`config.mk`:
```
export PLATFORM = sky130hd
export DESIGN_NAME = axis_hfilter_3tap
export DESIGN_NICKNAME = d
export VERILOG_FILES = /design/src/rtl/axis_hfilter_3tap.sv
export SDC_FILE = /design/constraint.sdc
export NUM_CORES = 1
export LEC_CHECK = 0
export CAP_MARGIN = 40
export CORE_ASPECT_RATIO = 0.5
export CORE_MARGIN = 1
export CORE_UTILIZATION = 33
export CTS_CLUSTER_DIAMETER = 30
export DETAILED_ROUTE_END_ITERATION = 8
export DONT_BUFFER_PORTS = 1
export PLACE_DENSITY = 0.48
export SYNTH_ARGS = -nofsm -noshare
export SYNTH_HDL_FRONTEND = slang
export SYNTH_SLANG_ARGS = --single-unit
```
`constraint.sdc`:
```
create_clock -name clk_i -period 4 [get_ports clk_i]
set_clock_uncertainty 0.15 [all_clocks]
set_input_delay 0.8 -clock clk_i [delete_from_list [all_inputs] [get_ports clk_i]]
set_output_delay 0.8 -clock clk_i [all_outputs]
set_load 0.02 [all_outputs]
```
`src/rtl/axis_hfilter_3tap.sv`:
```
// Horizontal [1 2 1]/4 smoothing filter for grayscale AXI-Stream video.
// Rows are edge-replicated at both ends, so output geometry and sideband match the input.
module axis_hfilter_3tap #(
    parameter int PIXEL_BITS = 8
) (
    input  logic                  clk_i,
    input  logic                  rstn_i,
    input  logic [PIXEL_BITS-1:0] axis_s_data_i,
    input  logic                  axis_s_valid_i,
    output logic                  axis_s_ready_o,
    input  logic                  axis_s_last_i,
    input  logic                  axis_s_user_i,
    output logic [PIXEL_BITS-1:0] axis_m_data_o,
    output logic                  axis_m_valid_o,
    input  logic                  axis_m_ready_i,
    output logic                  axis_m_last_o,
    output logic                  axis_m_user_o
);

    localparam int SW = PIXEL_BITS + 2;

    typedef enum logic [1:0] {
        ROW_START = 2'd0,
        ROW       = 2'd1,
        FLUSH     = 2'd2
    } state_t;

    state_t                state_reg;
    logic [PIXEL_BITS-1:0] cur_reg;
    logic [PIXEL_BITS-1:0] prv_reg;
    logic                  cur_user_reg;
    logic [PIXEL_BITS-1:0] out_data_reg;
    logic                  out_valid_reg;
    logic                  out_last_reg;
    logic                  out_user_reg;

    logic                  slot_free;
    logic                  accept;
    logic [SW-1:0]         sum_row;
    logic [SW-1:0]         sum_flush;

    assign slot_free      = !out_valid_reg || axis_m_ready_i;
    assign axis_s_ready_o = rstn_i && slot_free && (state_reg != FLUSH);
    assign accept         = axis_s_valid_i && axis_s_ready_o;

    // Two guard bits make the weighted sum overflow-free; +2 rounds half up.
    assign sum_row   = SW'(prv_reg) + (SW'(cur_reg) << 1) + SW'(axis_s_data_i) + SW'(2);
    assign sum_flush = SW'(prv_reg) + (SW'(cur_reg) << 1) + SW'(cur_reg) + SW'(2);

    always_ff @(posedge clk_i or negedge rstn_i) begin
        if (!rstn_i) begin
            state_reg     <= ROW_START;
            cur_reg       <= '0;
            prv_reg       <= '0;
            cur_user_reg  <= 1'b0;
            out_data_reg  <= '0;
            out_valid_reg <= 1'b0;
            out_last_reg  <= 1'b0;
            out_user_reg  <= 1'b0;
        end else begin
            if (out_valid_reg && axis_m_ready_i) begin
                out_valid_reg <= 1'b0;
            end

            case (state_reg)
                ROW_START: begin
                    if (accept) begin
                        cur_reg      <= axis_s_data_i;
                        prv_reg      <= axis_s_data_i;
                        cur_user_reg <= axis_s_user_i;
                        state_reg    <= axis_s_last_i ? FLUSH : ROW;
                    end
                end
                ROW: begin
                    if (accept) begin
                        out_data_reg  <= sum_row[SW-1:2];
                        out_user_reg  <= cur_user_reg;
                        out_last_reg  <= 1'b0;
                        out_valid_reg <= 1'b1;
                        prv_reg       <= cur_reg;
                        cur_reg       <= axis_s_data_i;
                        cur_user_reg  <= axis_s_user_i;
                        if (axis_s_last_i) begin
                            state_reg <= FLUSH;
                        end
                    end
                end
                FLUSH: begin
                    // Right edge: the missing neighbour is the final pixel itself.
                    if (slot_free) begin
                        out_data_reg  <= sum_flush[SW-1:2];
                        out_user_reg  <= cur_user_reg;
                        out_last_reg  <= 1'b1;
                        out_valid_reg <= 1'b1;
                        state_reg     <= ROW_START;
                    end
                end
                default: begin
                    state_reg <= ROW_START;
                end
            endcase
        end
    end

    assign axis_m_data_o  = out_data_reg;
    assign axis_m_valid_o = out_valid_reg;
    assign axis_m_last_o  = out_last_reg;
    assign axis_m_user_o  = out_user_reg;

endmodule

```
After elaboration in Yosys (flattened, before gate mapping). Cells that the tools add are included.

Flip-flop bits (word level): 30. Input port bits: 14. Word-level logic and storage cells: 56.

Add/subtract/negate cells: 5. Equality and inequality tests: 7. Muxes and demuxes: 22. Reductions and logical operators: 14.

Operators with widths (count): $mux W8 (4); $pmux W8 S2 (2); $add A10 B2 Y10 const B (2); $add A10 B8 Y10 (2); $add A8 B9 Y10 (1); $mux W2 (5); $ne A2 B2 Y1 const B (5); $mux W1 (7); $pmux W1 S2 (3); $pmux W2 S3 (1); $reduce_and A3 Y1 (2); $logic_and A1 B1 Y1 (4); $reduce_and A4 Y1 (1); $reduce_bool A2 Y1 (2); $eq A2 B1 Y1 const B (1); $eq A2 B2 Y1 const B (1); $logic_not A2 Y1 (1); $reduce_and A2 Y1 (1); $reduce_or A2 Y1 (1); $logic_not A1 Y1 (1); $logic_or A1 B1 Y1 (1).

Logic depth before layout (Yosys ltp). Gate-level depths: netlist of the first run.

Depth after elaboration: 7. Depth in mapped cells: 15. Mapped depth without buffers: 15.

Worst setup path after synthesis of the first run. No wires, ideal clock.

Path type: register -> register. Start: register cur_reg[0]. End: register out_data_reg[6] (netlist: axis_m_data_o[6]). Arrival time: 3.214 ns. Data required time: 3.726 ns. Slack: 0.512 ns. Cell stages (with the launch flop): 15. Buffers on the path: 0. Cells stage by stage: dfrtp_1 -> ha_1 -> fa_1 -> a21oi_1 -> nor2b_1 -> o21a_1 -> nor2_1 -> ha_1 -> ha_1 -> a21oi_1 -> and2b_2 -> a311o_1 -> a21oi_2 -> xnor2_1 -> a211o_1.

Cells in the longest elaborated chain, start to end: 5. Elaborated cells between the ends (all ways): 8.

Ends and longest elaborated chain: start, declared (RTL line 29) `logic [PIXEL_BITS-1:0] cur_reg;`; start signal, assigned (RTL line 68) `cur_reg <= axis_s_data_i;`; start signal, assigned (RTL line 81) `cur_reg <= axis_s_data_i;`; $add A8 B9 Y10 (RTL line 47, 48); $add A10 B8 Y10, on equally long branches (RTL line 48, 47); $add A10 B2 Y10, on equally long branches (RTL line 48, 47); $mux W8, on equally long branches (RTL line 90, 75); $pmux W8 S2 * (RTL line 65) `case (state_reg)`; end signal, assigned (RTL line 76) `out_data_reg <= sum_row[SW-1:2];`; end signal, assigned (RTL line 91) `out_data_reg <= sum_flush[SW-1:2];`; end, declared (RTL line 32) `logic [PIXEL_BITS-1:0] out_data_reg;`.

Every way passes the cells marked *; elsewhere a longest branch is shown, timed or not. The select of a mux whose other input is x is not followed. A chain may end at the register's enable or synchronous reset.

Final worst setup path of the first run. Same ends and word-level chain as after synthesis.

==> metrics, run 1 <==
Die Area=between 0.007 and 0.008 mm^2; Tmin final=between 3000 and 4000 ps; WP data required=between 4000 and 5000 ps; syn_nets=approximately 310; WL/cell=about 14 um; GRT Util Overall=0.145; Hold WC Path Type=in -> async; vias in the first global route=about 1800; CP Capture Type=register; hpwl dp=around 4200 um; Final period util=0.924; xor and xnor fraction of the mapped netlist area=0.0432; design area=between 0.002 and 0.003 mm^2; fmax=271 MHz; CTS tree=yes; pin count of the biggest net entering global routing=32; io pins=26; Synth Area in Simple Gates=0.146; Setup CP Type=reg -> reg; main combinational cell family by area after synthesis=adder cells; RSZ-0062 raised after global routing=false; post-cts resize count=0; Slew Viols, Final=0; DP Worst Slack=between 200 and 300 ps; vias per inst=5.17; cell taking the most area after synthesis=dfrtp_1; CP Cell Sequence=ha_1 -> fa_1 -> a21oi_1 -> nor2b_1 -> o21a_1 -> nor2_1 -> ha_1 -> ha_1 -> a21oi_1 -> and2b_2 -> a311o_1 -> a21oi_2 -> xnor2_1 -> a211o_1; Seq cells post-synth=30; DP Cell Count=~350; Cell Area, Synth=0.00243 mm^2; Setup TNS=0 ps; Netlist cell types=between 40 and 50; sequential share of the synthesized area=0.309; clock latency on the worst-skew pair=approximately 270 ps; total gr overflow=0; # nets final=roughly 320; DRT iter0 DRCs=50; Final GP Congestion=0.761; Filler cells=a little under 700; I/O Buffers=0; Max-slew headroom=0.454; Area growth syn-to-layout=11.3%; fin cells=around 360; Fin. Hold Viols=0; adder-cell share of the synthesized area=0.220; Max-Cap Viols=0; clk slew on worst S/H paths=50 ps; Setup-failing EPs final=0; Root Buffer=clkbuf_16; outcome=finished clean; number of synthesis warnings=0; worst-margin pin slew=819 ps; EDFF count, synth=0; DR pass1 iterations=4; synthesized instance count=258; Core Region=roughly 0.0069 mm^2; Placed Area=around 0.0026 mm^2; complex-gate fraction of the synthesized area=0.155; Synth area leaders=dfrtp_1 31%, ha_1 20%, mux2_2 4.6%; flop-to-flop setup slack=300 ps; CP delay by family, top=adder cells; Die W=~120 um; ant diodes=0; H-tree depth=2; fraction of layout instances using a drive strength above 1=0.0947; crit path max fanout=5; clk sinks=30; crit path buf inv count=0; Post-CTS Hold Fix Bufs=0; most used cell, CP=ha_1; Detailed Route WL=5130 um; Num CTS Buffers=5; Arr. time, crit path=between 3000 and 4000 ps; final setup margin=between 300 and 400 ps; Setup crit start kind=register; CTS Buffer Depth=2; Top FF cell, synth=dfrtp_1; Final ANT Viol Nets=0; worst r2r path cells=14; initial antenna violation count=0; RR Startpoint=cur_reg[0]; worst r2r dst=axis_m_data_o[6]; CP peak stage delay=~410 ps; cell row count=21; via count=roughly 1800; chip height=approximately 63 um; first-pass GRT wire length=about 8600 um; multiplexer share of the synthesized area=0.0916; syn_area_per_cell=9.42 um^2; setup bufs post-CTS=0; # DRC=0; CP max-delay cell=dfrtp_1; post-synth top area share=0.309; initial core utilization=0.352; FFs w/ async S/R, synth=1.00
[kinds of logic after synthesis]
| family | count (synthesis) |
|---|---|
| AND/OR/NAND/NOR | 71 |
| AO/OA/AOI/OAI | 62 |
| adder cells (fa/ha/maj) | 41 |
| flip-flops | 30 |
| buffers and inverters | 21 |
| multiplexers | 21 |
| XOR/XNOR | 12 |
[through the flow]
| step | util | hold WS [ps] |
|---|---|---|
| 5_1_grt | 0.391 | 50.0 |
| 3_5_place_dp | 0.370 | 329 |
| 2_1_floorplan | - | 304 |
| 3_3_place_gp | 0.368 | 321 |
| 6_report | 0.391 | 67.2 |
| 4_1_cts | 0.391 | 58.3 |
[routing by layer]
layer  share of wire  routed length, um  track usage
met1            0.53               2720        0.208
met2            0.41               2120        0.208
met3           0.052                267       0.0502
met4          0.0047                 24       0.0316
met5               0                  0            0
[Yosys cell counts, types with 2 or more instances]
master	number
dfrtp_1	30
nand2b_1	7
o21ai_0	16
o211ai_1	3
nor3_1	5
nand3_1	6
fa_1	3
a21oi_1	20
or4_1	2
and2b_1	2
nand3b_1	2
nand2_1	22
mux2_2	10
o221ai_1	2
clkbuf_1	5
ha_1	38
and3_1	2
nor2b_1	3
or3_1	2
o31ai_1	2
mux2i_1	11
xor2_1	4
xnor2_1	8
a21o_1	2
a31oi_1	4
o21a_1	4
inv_1	15
nor2_1	14
[worst register-to-register path, delay by kind of cell, from the launching register on]
| kind | cells | cell delay [ps] |
|---|---|---|
| adders and majority gates | 4 | 1270 |
| and+or+nand+nor | 3 | 470 |
| AOI/OAI and AO/OA | 6 | 1200 |
| xor gates and xnor gates | 1 | 80 |
| DFF | 1 | 410 |
[final cells by class]
cell class | instances | area (um^2) | area share
Clock inverter | 1 | 5.00 | 0.00185
Inverter | 15 | 56.3 | 0.0208
Tap cell | 92 | 115 | 0.0426
Multi-Input combinational cell | 207 | 1600 | 0.591
Clock buffer | 7 | 143 | 0.0527
Timing Repair Buffer | 4 | 37.5 | 0.0139
Sequential cell | 30 | 751 | 0.278
[worst max-delay path by stage]
stage	from	end	cells after the start
2_1_floorplan	cur_reg[0]	axis_m_data_o[6]	14
3_3_place_gp	cur_reg[0]	axis_m_data_o[6]	14
3_5_place_dp	cur_reg[0]	axis_m_data_o[6]	14
4_1_cts	cur_reg[0]	axis_m_data_o[6]	14
5_1_grt	cur_reg[1]	axis_m_data_o[7]	15
6_report	cur_reg[0]	axis_m_data_o[6]	14
[layout by cell type (no fill, tap or decap), types with 2 or more instances in the layout]
cell / count
o21a_1: 4
or4_1: 2
o21ai_0: 16
o221ai_1: 2
and3_1: 2
nor3_1: 5
mux2i_1: 11
nor2_1: 14
nand3b_1: 2
or3_1: 2
nand2_1: 22
a21o_1: 2
xor2_1: 4
o211ai_1: 3
xnor2_1: 8
buf_4: 3
nand2b_1: 7
a21oi_1: 20
a31oi_1: 4
dfrtp_1: 30
inv_1: 15
ha_1: 38
clkbuf_16: 5
o31ai_1: 2
mux2_2: 10
fa_1: 3
and2b_1: 2
nand3_1: 6
nor2b_1: 3
Power of run 1 is not shown: default switching activity piles up to over one toggle a cycle in this logic, so the estimate is an artifact.
==> run 2, diff against run 1 <==
--- a/config.mk
+++ b/config.mk
@@ -13,6 +13,7 @@
 export DETAILED_ROUTE_END_ITERATION = 8
 export DONT_BUFFER_PORTS = 1
 export PLACE_DENSITY = 0.48
+export SETUP_SLACK_MARGIN = 0.5
 export SYNTH_ARGS = -nofsm -noshare
 export SYNTH_HDL_FRONTEND = slang
 export SYNTH_SLANG_ARGS = --single-unit
==> run 2 against run 1 <==
Net effect: cell area increased by 9.4%; core utilization increased by 3.7 points; fmax increased by 6.1%; setup slack improved by 210 ps; sequential share of layout area shrank 2.4 points; first-iteration DRC count rose by 20%; via count up 2.4%; non-clock buffer count up 8; global-route usage grew 0.059 points; routed wire length is 5.5% higher; register-to-register slack better by 210 ps; largest cell class unchanged.
==> metrics, run 2 (same netlist as run 1, synthesis figures left out) <==
via count=1885 (+2.4%); hpwl dp=4170 um (unchanged); cell row count=21 (unchanged); first-pass GRT wire length=8610 um (+0.41%); Slew Viols, Final=0 (unchanged); clk slew on worst S/H paths=50 ps (about the same); Setup-failing EPs final=0 (unchanged); Max-slew headroom=0.458 (+0.00373); CTS Buffer Depth=2 (unchanged); CP peak stage delay=510 ps (+100 ps); Hold WC Path Type=in -> async; I/O Buffers=0 (unchanged); DRT iter0 DRCs=60 (+20%); clk sinks=30 (unchanged); commonest non-fill, non-tap cell in the layout=dfrtp_1; commonest non-fill, non-tap cells in the layout=29 x dfrtp_1, 28 x ha_1, 22 x nand2_1; Die W=123 um (unchanged); vias per inst=5.18 (+0.14%); Root Buffer=clkbuf_16; Setup CP Type=reg -> reg; CP Capture Type=register; CP Cell Sequence=ha_2 -> fa_2 -> a21oi_2 -> nor2b_2 -> o21a_2 -> o21a_1 -> nor2_2 -> xnor2_2 -> ha_1 -> ha_4 -> or4_4 -> nand3_2 -> o221ai_2; DR pass1 iterations=5 (+1); Core Region=0.00691 mm^2 (unchanged); fin cells=364 (+2.2%); crit path max fanout=3 (-2); Area growth syn-to-layout=21.8%; final setup margin=517 ps (+212 ps); Max-Cap Viols=0 (unchanged); fraction of layout instances using a drive strength above 1=0.232 (+0.137); Setup crit start kind=register; total gr overflow=0 (unchanged); H-tree depth=2 (unchanged); vias in the first global route=1787 (+1.1%); io pins=26 (unchanged); Fin. Hold Viols=0 (unchanged); initial core utilization=0.352 (unchanged); fmax=287 MHz (+6.1%); final core utilization=0.428 (+0.0369); Final period util=0.871 (-0.0530); RSZ-0062 raised after global routing=true; Final ANT Viol Nets=0 (unchanged); DP Worst Slack=288 ps (unchanged); Final GP Congestion=0.761 (unchanged); CP max-delay cell=or4_4; Arr. time, crit path=3490 ps (-220 ps); WP data required=4000 ps (about the same); # nets final=326 (+2.5%); Die Area=0.00773 mm^2 (unchanged); DP Cell Count=348 (unchanged); chip height=62.7 um (unchanged); pin count of the biggest net entering global routing=32 (unchanged); ant diodes=0 (unchanged); Detailed Route WL=5410 um (+5.5%); Setup TNS=0 ps (unchanged); initial antenna violation count=0 (unchanged); clock latency on the worst-skew pair=270 ps (about the same); CTS tree=yes; outcome=finished clean; WL/cell=14.9 um (+3.2%); Num CTS Buffers=5 (unchanged); Tmin final=3480 ps (-212 ps); GRT Util Overall=0.146 (+0.000588); Filler cells=676 (-2.6%); # DRC=0 (unchanged); worst-margin pin slew=813 ps (-5.60 ps)
==> run 2: changes by cell type in the layout (fill, tap and decap cells not counted), sizes merged <==
| cell | delta |
|---|---|
| buf | +8 |
==> run 2: final cells by class <==
class / count / area (um^2) / share of cell area
repair buffers: 12 / 97.6 / 0.0330
flip-flops and latches: 30 / 752 / 0.254
multi-input cells: 207 / 1790 / 0.605
well taps: 92 / 115 / 0.0389
clock inverters: 1 / 5.00 / 0.00169
inverters: 15 / 56.3 / 0.0190
clock buffers: 7 / 143 / 0.0482
==> run 2: worst max-delay path: cells and delay by family, from the launching register on <==
family | cells | cell delay (ps)
compound gates | 4 | 690
flops | 1 | 380
xor+xnor | 1 | 150
simple gates | 4 | 830
fa+ha+maj | 4 | 1160
==> run 2: timing repair <==
action | in CTS | in global routing
buffers inserted | 1 | 7
gates resized for setup | 8 | 25
pin swaps | 2 | 24
endpoints found under the setup margin | 3 | 3
hold buffers | 0 | 0
==> run 2: final timing paths <==
kind | startpoint | endpoint | slack (ps) | cells after the start
max | prv_reg[1] | axis_m_data_o[5] | 520 | 13
min | rstn_i | axis_m_data_o[2] | 70 | 0
max reg2reg | prv_reg[1] | axis_m_data_o[5] | 520 | 13
min reg2reg | prv_reg[3] | prv_reg[3] | 330 | 2
max in group asynchronous | rstn_i | cur_reg[1] | 3540 | 0
min in group clk_i | prv_reg[3] | prv_reg[3] | 330 | 2
==> run 2: routing by layer <==
layer | vias to the layer above | track usage | share of wire
li1 | 957 | - | -
met1 | 895 | 0.208 | 0.51
met2 | 29 | 0.210 | 0.43
met5 | - | 0 | 0
met3 | 4 | 0.0502 | 0.050
met4 | 0 | 0.0316 | 0.0050
==> run 2: metrics by stage <==
| step | cell area, um^2 | hold slack (ps) |
|---|---|---|
| after floorplan | 2430 | 304 |
| after global placement | 2540 | 321 |
| after detailed placement | 2560 | 329 |
| after CTS | 2760 | 58.3 |
| after global routing | 2960 | 50.0 |
| final | 2960 | 66.8 |
Power of run 2 is left out for the same reason.
